## config.mk

```make
export PLATFORM = sky130hd
export DESIGN_NAME = matrix_scan
export DESIGN_NICKNAME = d
export VERILOG_FILES = /design/src/rtl/matrix_scan_pkg.sv /design/src/rtl/matrix_scan_timer.sv /design/src/rtl/matrix_scan.sv
export SDC_FILE = /design/constraint.sdc
export NUM_CORES = 1
export LEC_CHECK = 0
export ABC_AREA = 1
export BUFFER_PORTS_ARGS = -buffer_cell sky130_fd_sc_hd__buf_2
export CORE_UTILIZATION = 50
export CTS_CLUSTER_DIAMETER = 200
export CTS_CLUSTER_SIZE = 10
export DETAILED_ROUTE_END_ITERATION = 10
export PLACE_DENSITY = 0.87
export SLEW_MARGIN = 0
export SYNTH_ARGS = -nofsm -noshare
export SYNTH_HDL_FRONTEND = slang
export SYNTH_SLANG_ARGS = --single-unit
export TNS_END_PERCENT = 100
```

## constraint.sdc

```tcl
create_clock -name clk_i -period 1.6 [get_ports clk_i]
set_input_delay 0.32 -clock clk_i [delete_from_list [all_inputs] [get_ports clk_i]]
set_output_delay 0.32 -clock clk_i [all_outputs]
set_load 0.005 [all_outputs]
```

## src/rtl/matrix_scan_pkg.sv

```systemverilog
// matrix_scan shared definitions.
// Defaults, width helper and row-phase offsets.
package matrix_scan_pkg;

  localparam int GS_DEF = 8;

  // Cycle within a row that is always blanked.
  localparam int BLANK_CYC = 0;
  // Tick request lands this many cycles before the row ends.
  localparam int REQ_BACK = 3;
  // Frame capture happens on the last cycle of the row.
  localparam int CAP_BACK = 1;

  function automatic int clog2(input int v);
    int r;
    r = 0;
    while ((1 << r) < v) r++;
    return (r < 1) ? 1 : r;
  endfunction

endpackage

```

## src/rtl/matrix_scan_timer.sv

```systemverilog
// matrix_scan cascaded cycle/row/frame counters.
// Emits tick request, capture and frame-start strobes.
module matrix_scan_timer
  import matrix_scan_pkg::*;
#(
  parameter int GS              = GS_DEF,
  parameter int ROW_CYCLES      = 256,
  parameter int FRAMES_PER_TICK = 4,
  localparam int CW = clog2(ROW_CYCLES),
  localparam int RW = clog2(GS),
  localparam int FW = clog2(FRAMES_PER_TICK)
) (
  input  logic          clk_i,
  input  logic          reset_ni,
  output logic          req_pulse,
  output logic          cap_pulse,
  output logic          frame_start,
  output logic          blank,
  output logic [RW-1:0] row_cnt
);

  localparam int REQ_CYC = ROW_CYCLES - REQ_BACK;
  localparam int CAP_CYC = ROW_CYCLES - CAP_BACK;

  logic [CW-1:0] cyc_cnt;
  logic [FW-1:0] frame_cnt;
  logic          last_cyc;
  logic          last_row;
  logic          last_frame;
  logic          tick_row;

  assign last_cyc   = cyc_cnt == CW'(ROW_CYCLES - 1);
  assign last_row   = row_cnt == RW'(GS - 1);
  assign last_frame = frame_cnt == FW'(FRAMES_PER_TICK - 1);
  assign tick_row   = last_row && last_frame;

  // Decoded one cycle early so the registered e_act_o sits on REQ_CYC.
  assign req_pulse   = tick_row && (cyc_cnt == CW'(REQ_CYC - 1));
  assign cap_pulse   = tick_row && (cyc_cnt == CW'(CAP_CYC));
  assign blank       = cyc_cnt == CW'(BLANK_CYC);
  assign frame_start = blank && (row_cnt == '0);

  // Cascaded wrap-around counters: cycle -> row -> frame.
  always_ff @(posedge clk_i or negedge reset_ni) begin
    if (!reset_ni) begin
      cyc_cnt   <= '0;
      row_cnt   <= '0;
      frame_cnt <= '0;
    end else if (last_cyc) begin
      cyc_cnt <= '0;
      if (last_row) begin
        row_cnt   <= '0;
        frame_cnt <= last_frame ? '0 : frame_cnt + 1'b1;
      end else begin
        row_cnt <= row_cnt + 1'b1;
      end
    end else begin
      cyc_cnt <= cyc_cnt + 1'b1;
    end
  end

endmodule

```

## src/rtl/matrix_scan.sv

```systemverilog
// matrix_scan: paces game logic and row-scans an LED matrix.
// Shadow frame is swapped only at tick boundaries.
module matrix_scan
  import matrix_scan_pkg::*;
#(
  parameter int GS              = GS_DEF,
  parameter int ROW_CYCLES      = 256,
  parameter int FRAMES_PER_TICK = 4
) (
  input  logic            clk_i,
  input  logic            reset_ni,
  input  logic [GS*GS-1:0] matrix_i,
  input  logic            d_act_i,
  output logic            e_act_o,
  output logic [GS-1:0]   row_o,
  output logic [GS-1:0]   col_o,
  output logic            frame_o
);

  localparam int RW = clog2(GS);

  logic             req_pulse;
  logic             cap_pulse;
  logic             frame_start;
  logic             blank;
  logic [RW-1:0]    row_cnt;
  logic [GS*GS-1:0] shadow;

  matrix_scan_timer #(
    .GS              (GS),
    .ROW_CYCLES      (ROW_CYCLES),
    .FRAMES_PER_TICK (FRAMES_PER_TICK)
  ) u_scan_timer (
    .clk_i       (clk_i),
    .reset_ni    (reset_ni),
    .req_pulse   (req_pulse),
    .cap_pulse   (cap_pulse),
    .frame_start (frame_start),
    .blank       (blank),
    .row_cnt     (row_cnt)
  );

  // Capture the returned frame only at the tick capture slot.
  always_ff @(posedge clk_i or negedge reset_ni) begin
    if (!reset_ni) begin
      shadow <= '0;
    end else if (cap_pulse && d_act_i) begin
      shadow <= matrix_i;
    end
  end

  // Registered scan and handshake outputs.
  always_ff @(posedge clk_i or negedge reset_ni) begin
    if (!reset_ni) begin
      row_o   <= '0;
      col_o   <= '1;
      frame_o <= 1'b0;
      e_act_o <= 1'b0;
    end else begin
      frame_o <= frame_start;
      e_act_o <= req_pulse;
      if (blank) begin
        row_o <= '0;
        col_o <= '1;
      end else begin
        row_o <= GS'(1) << row_cnt;
        col_o <= ~shadow[GS*row_cnt +: GS];
      end
    end
  end

endmodule

```

======== After elaboration in Yosys (flattened, before gate mapping) ========
Cells that the tools add are included.
storage, ports and cells
  output and inout bits ................... 18
  flip-flop bits (word level) ............. 95
  input port bits ......................... 67
  logic and storage cells ................. 31
operators by class
  reduce and logical (&&, ||, !) cells .... 8
  shift-type cells ........................ 2
  $add $sub $neg .......................... 3
  equality and inequality tests ........... 4
  bitwise operators ....................... 1
  muxes and demuxes ....................... 5
operators by type and width
  kind                 count
  $shiftx 64x7->8      1
  $mux 8               3
  $eq 8x8->1 const B   2
  $add 8x1->8 const B  1
  $logic_not 8->1      1
  $not 8->8            1
  $shl 1x3->8 const A  1
  $logic_and 1x1->1    5
  $add 3x1->3 const B  1
  $eq 3x3->1 const B   1
  $logic_not 3->1      1
  $mux 3               1
  $add 2x1->2 const B  1
  $eq 2x2->1 const B   1
  $mux 2               1
  $reduce_and 2->1     1

======== Depth between registers and ports, before layout ========
  word-level depth ........................ 4
  depth in mapped cells ................... 9
  depth with buffers taken out ............ 8

======== Cells and area by module ========
Synthesis repeated with hierarchy kept, for this count alone.
unflattened totals
  cells, all modules ...................... 446
  area, all modules ....................... 4484.3 sq um
by module, submodules not included
  module             cells an instance  sequential area each (sq um)  area an instance (sq um)  instances
  matrix_scan        358                2062.0                        3732.3                    1
  matrix_scan_timer  88                 325.3                         752.0                     1

======== Worst setup path before layout ========
No wires, ideal clock.
  path kind ............................... register to register
  start ................................... register u_scan_timer.row_cnt[0]
  end ..................................... register shadow[36]
  path buffers ............................ 2
  setup time .............................. 0.065 ns
  cell stages (with the launch flop) ...... 9
  arrival ................................. 1.520 ns
  setup slack ............................. 0.015 ns
  cell sequence ........................... dfrtp_1 -> ha_1 -> ha_1 -> nand2_1 -> nor2_1 -> buf_2 -> buf_2 -> nand3_1 -> nand2_1
on the way
  cells in the longest elaborated chain, start to end .. 4
ends and longest elaborated chain
  item                    RTL line                 source
  from (decl)             matrix_scan_timer.sv:19  output logic [RW-1:0] row_cnt
  from (signal assigned)  matrix_scan_timer.sv:55  row_cnt <= row_cnt + 1'b1;
  $eq 3x3->1              matrix_scan_timer.sv:33  assign last_row = row_cnt == RW'(GS - 1);
  $logic_and 1x1->1       matrix_scan_timer.sv:35  assign tick_row = last_row && last_frame;
  $logic_and 1x1->1       matrix_scan_timer.sv:39  assign cap_pulse = tick_row && (cyc_cnt == CW'(CAP_CYC));
  $logic_and 1x1->1       matrix_scan.sv:47        end else if (cap_pulse && d_act_i) begin
  to (signal assigned)    matrix_scan.sv:48        shadow <= matrix_i;
  to (decl)               matrix_scan.sv:27        logic [GS*GS-1:0] shadow;
No other way between the ends.
A chain may end at the register's enable or synchronous reset.

======== Final worst setup path ========
  start ................................... register u_scan_timer.row_cnt[0]
  end ..................................... register shadow[30]
Same word-level chain as after synthesis.

==> run summary <==
Worst hold path type: input port to register
Final cell count without fillers: 829
Critical path data arrival time: 1.81 ns
GR Util met2: 42.7%
Die width: 98.7 um
Clock Power Share: 38.9%
Synth top area share: 46.5%
Max Cap Violations: 0
Async S/R FF share, synth: 100%
Ports: 85
CTS tree: built
FF-to-FF path depth: 8
Commonest cells in the netlist: 266 x nand2_1, 103 x nand3_1, 87 x dfrtp_1, 79 x inv_1, 17 x nor2_1
Min-Delay Path Depth: 3
Post-DP HPWL: 8.32 mm
TritonCTS Sinks: 95
H-Tree Depth: 3
Final min period: 1.56 ns
GR Util met3: 4.54%
Initial Util: 52.6%
Final RePlAce weighted congestion: 0.903
Worst rel slew slack: 71.9%
Final hold violation count: 0
Slowest stage delay, CP: 0.44 ns
Inserted Clock Buffers: 9
Fmax: 643 MHz
Syn_nets: 695
Layout overhead on the synthesized area: 21.6%
Grt total ovfl: 0
Post-layout util: 64.0%
WS Path Type: register to register
Die Area: 9740 um2
Worst-path clk slew: 0.09 ns
Vias in the first global route: 4175
Slew Limit Fails: 0
Post-synth EDFFs: 0
Total power draw: 4160 uW
Peak VDD IR: 0.468 mV
WL per Instance: 14.0 um
Least-Margin Pin Slew: 0.422 ns
Element type at the critical path end: register
Final setup fails: 0
Initial antenna violation count: 0
Num rows: 34
Syn Area/Cell: 7.56 um2
Share of cells above drive strength 1: 21.2%
ANT cells: 0
Die Y: 98.7 um
Placed cell count: 806
R2r setup slk: 0.04 ns
Ranking of synthesized cells by area: dfrtp_1 47%, nand2_1 21%, nand3_1 11%
FF+latch count, synth: 95
Sw Pwr: 925 uW
Gr usage total: 24.9%
Internal power: 3230 uW
Slowest cell on crit path: dfrtp_1
Core area: 8890 um2
Most common cell in the synthesized netlist: nand2_1
Sw frac: 22.2%
Crit path launch type: register
Yosys warns: 0
Hold path endpoint: shadow[57]
DRT Wirelength: 11.6 mm
Pwr per Cell Area: 732 nW/um2
Post-Syn Instances: 619
Unique cell type count in the Yosys netlist: 23
Layout Skew: 0.00851 ns
Max Root-Sink Buffers: 2
Required time of the critical path: 1.85 ns
GRT Max-Usage Layer: met2
Crit-path cells: ha_4, ha_4, nand2_4, nor2_4, nand2_4, buf_12, nand2_1, nand2_1
Mapped Area: 4680 um2
DRT antenna net count: 0
Reg-to-reg startpoint: u_scan_timer.row_cnt[0]
Via-to-Cell Ratio: 5.14
Setup TNS: 0 ns
Crit-path max FO: 24
CTS root buffer: clkbuf_8
RSZ-0062 raised after global routing: true
Total number of vias: 4261
Worst skew pair latency: 0.36 ns
Largest net degree at the start of global routing: 48
DRC: 0
Outcome: finished, final reports clean
Fin crit share: 97.3%
NumNets Final: 792
Seq pwr share: 57.7%
Met1 usage: 31.7%
Top cell type by total area after synthesis: dfrtp_1
Drt first pass iters: 5
First-pass GRT wire length: 19.0 mm
First DRT Iteration DRCs: 267
Worst R2R End: shadow[30]
Prevailing post-synth register cell: dfrtp_1
Leak Pwr: 0.00323 uW
Seq/Total Area, Yosys: 51.0%
Port Buffers: 84
Combinational power share: 3.5%
Min-delay src: matrix_i[57]
## power by group through the flow
stage / Clock [uW] / Sequential, uW / Combinational, uW
6_report: 1620 / 2400 / 144
5_1_grt: 1750 / 2400 / 164
4_1_cts: 1640 / 2400 / 147
3_5_place_dp: 0 / 2450 / 145
3_3_place_gp: 0 / 2450 / 141
2_1_floorplan: 0 / 2450 / 1.28
## sequential cells by signal, summed over array words and instances (netlist names)
register and count:
u_scan_timer.row_cnt 3, frame_o 1, u_scan_timer.cyc_cnt 8, shadow 64, e_act_o 1, u_scan_timer.frame_cnt 2
col_o 8, row_o 8
## cells in the final DEF, fill, tap and decap left out, types with 4 or more instances in the layout
| cell | Yosys | routed |
|---|---|---|
| dfstp_2 | 8 | 8 |
| buf_4 | 1 | 19 |
| clkbuf_8 | 0 | 10 |
| clkinvlp_4 | 0 | 4 |
| ha_1 | 9 | 6 |
| nor2_1 | 17 | 15 |
| inv_1 | 79 | 79 |
| nor3_1 | 6 | 6 |
| dfrtp_1 | 87 | 87 |
| buf_2 | 15 | 83 |
| buf_6 | 6 | 7 |
| buf_12 | 0 | 7 |
| nand2_1 | 266 | 264 |
| nand3_1 | 103 | 103 |
## logic make-up (layout without fill, tap and decap cells)
| kind of cell | after synthesis | in the layout | share of synthesized area, % |
|---|---|---|---|
| adder cells (fa/ha/maj) | 9 | 9 | 2.41 |
| AND/OR/NAND/NOR | 397 | 397 | 35.4 |
| AO/OA/AOI/OAI | 3 | 3 | 0.321 |
| XOR/XNOR | 1 | 1 | 0.187 |
| flip-flops | 95 | 95 | 51.0 |
| buffers and inverters | 114 | 216 | 10.6 |
## how the worst max path moves through the flow
stage	from	endpoint	slack, ns
after floorplan	u_scan_timer.row_cnt[0]	shadow[36]	0.02
after global placement	u_scan_timer.row_cnt[0]	shadow[53]	0.04
after detailed placement	u_scan_timer.row_cnt[0]	shadow[30]	-0.03
after CTS	u_scan_timer.row_cnt[0]	u_scan_timer.row_cnt[1]	-0.02
after global routing	u_scan_timer.row_cnt[0]	shadow[10]	-0.02
final	u_scan_timer.row_cnt[0]	shadow[30]	0.04
## routing by layer
layer	vias to the layer above	part of all wire, %	routed length [um]
met5	-	0	0
met4	0	2.4	280
li1	2076	-	-
met3	31	5.7	666
met1	2001	42	4890
met2	153	50	5790
## area by class of cell
| cell class | count | area [um2] |
|---|---|---|
| repair buffers | 118 | 812 |
| flip-flops and latches | 95 | 2390 |
| multi-input cells | 410 | 1840 |
| inverters | 82 | 312 |
| clock buffers | 11 | 141 |
| well taps | 108 | 135 |
| clock inverters | 5 | 57.6 |
| fillers | 715 | 3200 |
## per-stage QoR
step / hold slack, ns / setup slack (ns) / cell area, um2
finish: 0.178 / 0.0438 / 5690
global route: 0.173 / -0.0230 / 5690
CTS: 0.166 / -0.0244 / 5520
detailed placement: 0.283 / -0.0332 / 5310
global placement: 0.280 / 0.0387 / 5310
floorplan: 0.0244 / 0.0152 / 4680
## worst max-delay path: cells and delay by family, from the launching register on
family	cells	cell delay, ns
flip-flops	1	0.44
AND/OR/NAND/NOR	5	0.48
buffers and inverters	1	0.18
adder cells (fa/ha/maj)	2	0.33
## what timing repair did
item | CTS | global route
setup buffers | 0 | 4
setup endpoints to repair | 65 | 81
resized for setup | 2 | 23
hold buffers | 1 | 0
hold endpoints to repair | 18 | 0
pin swaps | 1 | 5
gates cloned | 0 | 2
No activity file was read; power rests on OpenSTA's default activity.
